<file path="src/rtl/usb_aes_block_packer.sv">
// Byte-to-block packer between USB RX and the AES core.
// Ports: clk/rst; byte_in/byte_valid/eop/byte_ready; blk_out/blk_last/blk_valid/blk_ready/blk_count.
module usb_aes_block_packer #(
  parameter int BLOCK_BYTES = 16,
  parameter int DEPTH       = 4,
  parameter int PAD_MODE    = 1
) (
  input  logic                         clk,
  input  logic                         rst,
  input  logic [7:0]                   byte_in,
  input  logic                         byte_valid,
  input  logic                         eop,
  output logic                         byte_ready,
  output logic [8*BLOCK_BYTES-1:0]     blk_out,
  output logic                         blk_last,
  output logic                         blk_valid,
  input  logic                         blk_ready,
  output logic [$clog2(DEPTH+1)-1:0]   blk_count
);

  localparam int BW = 8*BLOCK_BYTES;
  localparam int CW = $clog2(BLOCK_BYTES+1);
  localparam int AW = $clog2(DEPTH);
  localparam int NW = $clog2(DEPTH+1);
  localparam logic [CW-1:0] FULL = CW'(BLOCK_BYTES);

  typedef enum logic [1:0] {FILL, PAD, EXTRA, PUSH} state_t;

  state_t          state;
  logic [CW-1:0]   cnt;
  logic [BW-1:0]   asm_q;
  logic            last_q;
  logic            extra_q;
  logic            rdy_en;

  logic [BW-1:0]   mem [DEPTH];
  logic [DEPTH-1:0] mem_last;
  logic [AW-1:0]   wptr;
  logic [AW-1:0]   rptr;
  logic [NW-1:0]   count;

  logic            take;
  logic            solo_eop;
  logic            pop;
  logic            push;
  logic [CW-1:0]   cnt_nx;
  logic [7:0]      pad_val;

  // rdy_en holds byte_ready low for the first cycle after reset
  assign byte_ready = rdy_en && (state == FILL);
  assign take       = byte_valid & byte_ready;
  assign solo_eop   = eop & ~byte_valid & byte_ready;
  assign cnt_nx     = cnt + CW'(1);
  assign pad_val    = (PAD_MODE == 0) ? 8'h00
                    : 8'(BLOCK_BYTES - int'(cnt));

  assign blk_valid  = (count != '0);
  assign blk_count  = count;
  assign pop        = blk_valid & blk_ready;
  // a full FIFO still accepts when the head leaves this cycle
  assign push       = (state == PUSH)
                    && ((count < NW'(DEPTH)) || pop);
  assign blk_out    = blk_valid ? mem[rptr] : '0;
  assign blk_last   = blk_valid & mem_last[rptr];

  always_ff @(posedge clk) begin
    if (rst) begin
      state   <= FILL;
      cnt     <= '0;
      asm_q   <= '0;
      last_q  <= 1'b0;
      extra_q <= 1'b0;
      rdy_en  <= 1'b0;
    end else begin
      rdy_en <= 1'b1;
      unique case (state)
        FILL: begin
          if (take) begin
            asm_q[8*(BLOCK_BYTES-1-int'(cnt)) +: 8] <= byte_in;
            cnt <= cnt_nx;
            if (eop) begin
              if (cnt_nx != FULL) begin
                state <= PAD;
              end else begin
                // PKCS#7 needs a whole pad block after a full one
                state   <= PUSH;
                last_q  <= (PAD_MODE == 0);
                extra_q <= (PAD_MODE != 0);
              end
            end else if (cnt_nx == FULL) begin
              state  <= PUSH;
              last_q <= 1'b0;
            end
          end else if (solo_eop) begin
            if (cnt != '0) begin
              state <= PAD;
            end else if (PAD_MODE != 0) begin
              state <= EXTRA;
            end
          end
        end
        PAD: begin
          for (int i = 0; i < BLOCK_BYTES; i++) begin
            if (i >= int'(cnt)) begin
              asm_q[8*(BLOCK_BYTES-1-i) +: 8] <= pad_val;
            end
          end
          last_q <= 1'b1;
          state  <= PUSH;
        end
        EXTRA: begin
          asm_q   <= {BLOCK_BYTES{8'(BLOCK_BYTES)}};
          last_q  <= 1'b1;
          extra_q <= 1'b0;
          state   <= PUSH;
        end
        PUSH: begin
          if (push) begin
            cnt    <= '0;
            asm_q  <= '0;
            last_q <= 1'b0;
            state  <= extra_q ? EXTRA : FILL;
          end
        end
        default: state <= FILL;
      endcase
    end
  end

  always_ff @(posedge clk) begin
    if (push) begin
      mem[wptr] <= asm_q;
    end
  end

  always_ff @(posedge clk) begin
    if (rst) begin
      wptr     <= '0;
      rptr     <= '0;
      count    <= '0;
      mem_last <= '0;
    end else begin
      if (push) begin
        mem_last[wptr] <= last_q;
        wptr           <= wptr + AW'(1);
      end
      if (pop) begin
        rptr <= rptr + AW'(1);
      end
      if (push && !pop) begin
        count <= count + NW'(1);
      end else if (pop && !push) begin
        count <= count - NW'(1);
      end
    end
  end

endmodule

</file>
<file path="config.mk">
export PLATFORM = sky130hd
export DESIGN_NAME = usb_aes_block_packer
export DESIGN_NICKNAME = d
export VERILOG_FILES = /design/src/rtl/usb_aes_block_packer.sv
export SDC_FILE = /design/constraint.sdc
export NUM_CORES = 1
export LEC_CHECK = 0
export BUFFER_PORTS_ARGS = -buffer_cell sky130_fd_sc_hd__buf_2
export CAP_MARGIN = 25
export CORE_ASPECT_RATIO = 2
export CORE_MARGIN = 5
export CORE_UTILIZATION = 60
export CTS_CLUSTER_DIAMETER = 30
export DETAILED_ROUTE_END_ITERATION = 8
export PLACE_DENSITY = 0.82
export SLEW_MARGIN = 20
export SYNTH_ARGS = -nofsm -noshare
export SYNTH_HDL_FRONTEND = slang
export SYNTH_SLANG_ARGS = --single-unit
</file>
<file path="constraint.sdc">
create_clock -name clk -period 7.9 [get_ports clk]
set_input_delay 0.79 -clock clk [delete_from_list [all_inputs] [get_ports clk]]
set_output_delay 0.79 -clock clk [all_outputs]
set_load 0.005 [all_outputs]
</file>
==> results.md <==
- Status: finished, final reports clean
- Hold_buf cts: 0
- Req. time, crit path: 8.40 ns
- Async set-reset flop share out of synthesis: 0%
- Final Cycle Share: 56.8%
- PostCTS Resize Cnt: 0
- Area contributors post-synth: edfxtp_1, dfxtp_1, mux4_2
- Drt via density: 6.50
- Main synth FF type: edfxtp_1
- Global Route Usage Sum: 25.8%
- Antenna violations before repair: 1
- Ys Warns: 0
- Number of remaining DRC errors: 0
- Slowest-stage cell, CP: dfxtp_1
- Max FO, Critical Path: 21
- Row Count: 110
- Net Count, Synth: 1744
- WL/cell: 26.1 um
- Bufs and invs on worst path: 0
- Mapped Avg Cell Area: 15.8 um^2
- CP endpoint kind: register
- Clock Path Buffers: 3
- CTS Buf Count: 68
- Crit path largest cell delay: 0.80 ns
- Slew of the pin with the lowest slew margin: 1.01 ns
- Final Slew Violations: 0
- Worst hold path type: register to register
- Grt ovf: 0
- H-tree level count: 3
- Post-CTS setup buffers: 0
- DRT Wirelength: 63600 um
- Full die area: 49600 um^2
- Leakage power: 10.1 nW
- CTS tree: yes
- Critical Path AT: 4.98 ns
- Vias after detailed routing: 15800
- Area grow syn2layout: 12.6%
- Vias in the first global route: 16000
- Pwr per Cell Area: 360 nW/um^2
- Later-pin clock latency in the skew report: 0.61 ns
- Slew Limit Headroom: 31.7%
- Worst vdd ir: 0.532 mV
- Placer Congestion: 0.940
- Final #Nets: 1858
- Final Setup Violations: 0
- IO Port Bufs: 146
- Synthesized cell area: 27000 um^2
- Netlist cell types: 85
- Max Cap Viol: 0
- Layout cell share with drive strength beyond 1: 23.9%
- RSZ-0062 raised after global routing: no
- CP Class: register to register
- First-pass GRT wire length: 97800 um
- Initial core utilization: 60.3%
- Synthesized instance count: 1711
- CP Cell Sequence: ha_1 -> nand3_1 -> nand2b_1 -> ha_1 -> and4bb_1 -> and2_1 -> o211ai_1 -> a211oi_4 -> nor2_1 -> a311oi_1
- Top-Level Pins: 147
- Hold Worst Slack: 0.500 ns
- Root cell of the clock tree: clkbuf_16
- Hold Violations, Final: 0
- Post-synth EDFFs: 512
- Largest net degree at the start of global routing: 133
- Crit path max-delay family: compound AO/OA/AOI/OAI gates
- FF+latch count, synth: 663
- Multi-input gate area: 7980 um^2
- Drt initial violations: 1540
- Fillers: 2860
- Reg clk slew, reported paths: 0.07 ns
- Sequential cell area: 18400 um^2
- Clk sinks: 663
- Worst Skew: 0.0316 ns
- Final core utilization: 67.9%
- Dpl hpwl: 39300 um
- Register area share after synthesis: 68.2%
- Most used cell, CP: ha_1
- Share of the synthesized area in the top cell type: 57.0%
- Antenna viol nets, final: 0
- Area of the core: 44700 um^2
- Setup tns final: 0 ns
- Dominant cell type by area after synthesis: edfxtp_1
- Startpoint types: register
- First-pass DRT Iterations: 5
- FMAX: 223 MHz
- Width of the die: 160 um
- Die Y: 310 um
- Period minus WS final: 4.48 ns
-- worst reg2reg max path: stages (launching register included) --
cell and delay (ns):
dfxtp_1 0.80, ha_1 0.69, nand3_1 0.20, nand2b_1 0.19
ha_1 0.29, and4bb_1 0.27, and2_1 0.49, o211ai_1 0.24
a211oi_4 0.74, nor2_1 0.14, a311oi_1 0.34
-- cells by family after synthesis --
kind of cell | Yosys count | share of synthesized area [%]
adders and majority gates | 20 | 0.955
and+or+nand+nor | 515 | 10.3
xor gates and xnor gates | 7 | 0.227
AOI/OAI and AO/OA | 223 | 6.72
DFF | 663 | 68.2
muxes | 142 | 11.3
buffers and inverters | 141 | 2.31
-- final timing paths --
kind / depth (start not counted) / startpoint / to / slack (ns)
max reg2reg: 10 / cnt[0] / asm_q[41] / 3.42
min: 0 / asm_q[6] / mem[1][6] / 0.50
max: 10 / cnt[0] / asm_q[41] / 3.42
min reg2reg: 0 / asm_q[6] / mem[1][6] / 0.50
-- synthesized netlist by cell type (4+ instances only) --
library cell	number
ha_1	19
mux2i_1	13
o221ai_1	6
buf_4	5
o211ai_1	5
clkbuf_1	73
edfxtp_1	512
a31oi_1	25
mux4_2	129
a21o_1	4
dfxtp_1	151
nand4_1	4
buf_2	22
o21ai_0	16
buf_1	17
a211o_1	4
and2_1	139
buf_6	6
nor3_1	99
o31ai_1	21
a311oi_1	44
nor2_1	103
xor2_1	4
a211oi_1	27
nand2b_1	4
or3_1	7
and3_1	10
inv_1	14
nor2b_1	39
nand2_1	24
nor3b_1	4
nand3_1	58
a21oi_1	15
o21a_1	6
-- power by group --
group / switching [W] / internal (W) / leakage [nW]
Combinational: 0.00158 / 0.00134 / 3.08
Clock: 0.00142 / 0.00184 / 1.10
Sequential: 0.000465 / 0.00430 / 5.92
Total: 0.00347 / 0.00748 / 10.1
-- cell type report --
type | instances | area share [%]
Clock inverter | 46 | 1.73
Multi-Input combinational cell | 907 | 26.2
Timing Repair Buffer | 168 | 3.06
Antenna cell | 2 | 0.0165
Inverter | 17 | 0.210
Tap cell | 560 | 2.31
Clock buffer | 77 | 5.85
Sequential cell | 663 | 60.6
-- sequential cells by signal, summed over array words and instances (netlist names), named ones only --
name,flops
mem,512
asm_q,128
cnt,5
mem_last,4
blk_count,3
rptr,2
state,2
wptr,2
extra_q,1
last_q,1
rdy_en,1
-- metal layers --
layer  up-vias  GRT usage (%)  wire length, um
li1       6944              -                -
met5         -              0                0
met3       164           4.15             4600
met4         0           9.85             2360
met1      7987           34.2            24400
met2       753           43.8            32300
-- placed cells by master, fill, tap and decap left out, drive strengths merged, types with 5 or more instances in the layout --
| cell type | count |
|---|---|
| edfxtp | 512 |
| buf | 167 |
| dfxtp | 151 |
| and2 | 139 |
| mux4 | 129 |
| nor2 | 105 |
| nor3 | 99 |
| clkbuf | 78 |
| nand3 | 58 |
| a311oi | 46 |
| nor2b | 39 |
| a211oi | 31 |
| inv | 29 |
| a31oi | 25 |
| nand2 | 24 |
| clkinv | 23 |
| o31ai | 22 |
| ha | 19 |
| o21ai | 19 |
| a21oi | 16 |
| mux2i | 13 |
| and3 | 10 |
| or3 | 7 |
| o221ai | 7 |
| o21a | 6 |
| clkinvlp | 6 |
| o211ai | 5 |
| bufinv | 5 |
-- stage by stage --
stage / std cells / power [W] / setup WS, ns / area [um^2]
after floorplan: 1711 / 0.00663 / 3.12 / 27000
after global placement: 2312 / 0.00763 / 3.66 / 28000
after detailed placement: 2312 / 0.00772 / 3.54 / 28000
after CTS: 2435 / 0.0110 / 3.47 / 30300
after global routing: 2438 / 0.0115 / 3.16 / 30400
final: 2440 / 0.0109 / 3.42 / 30400
Note: power is estimated with default switching activity, not from simulation.
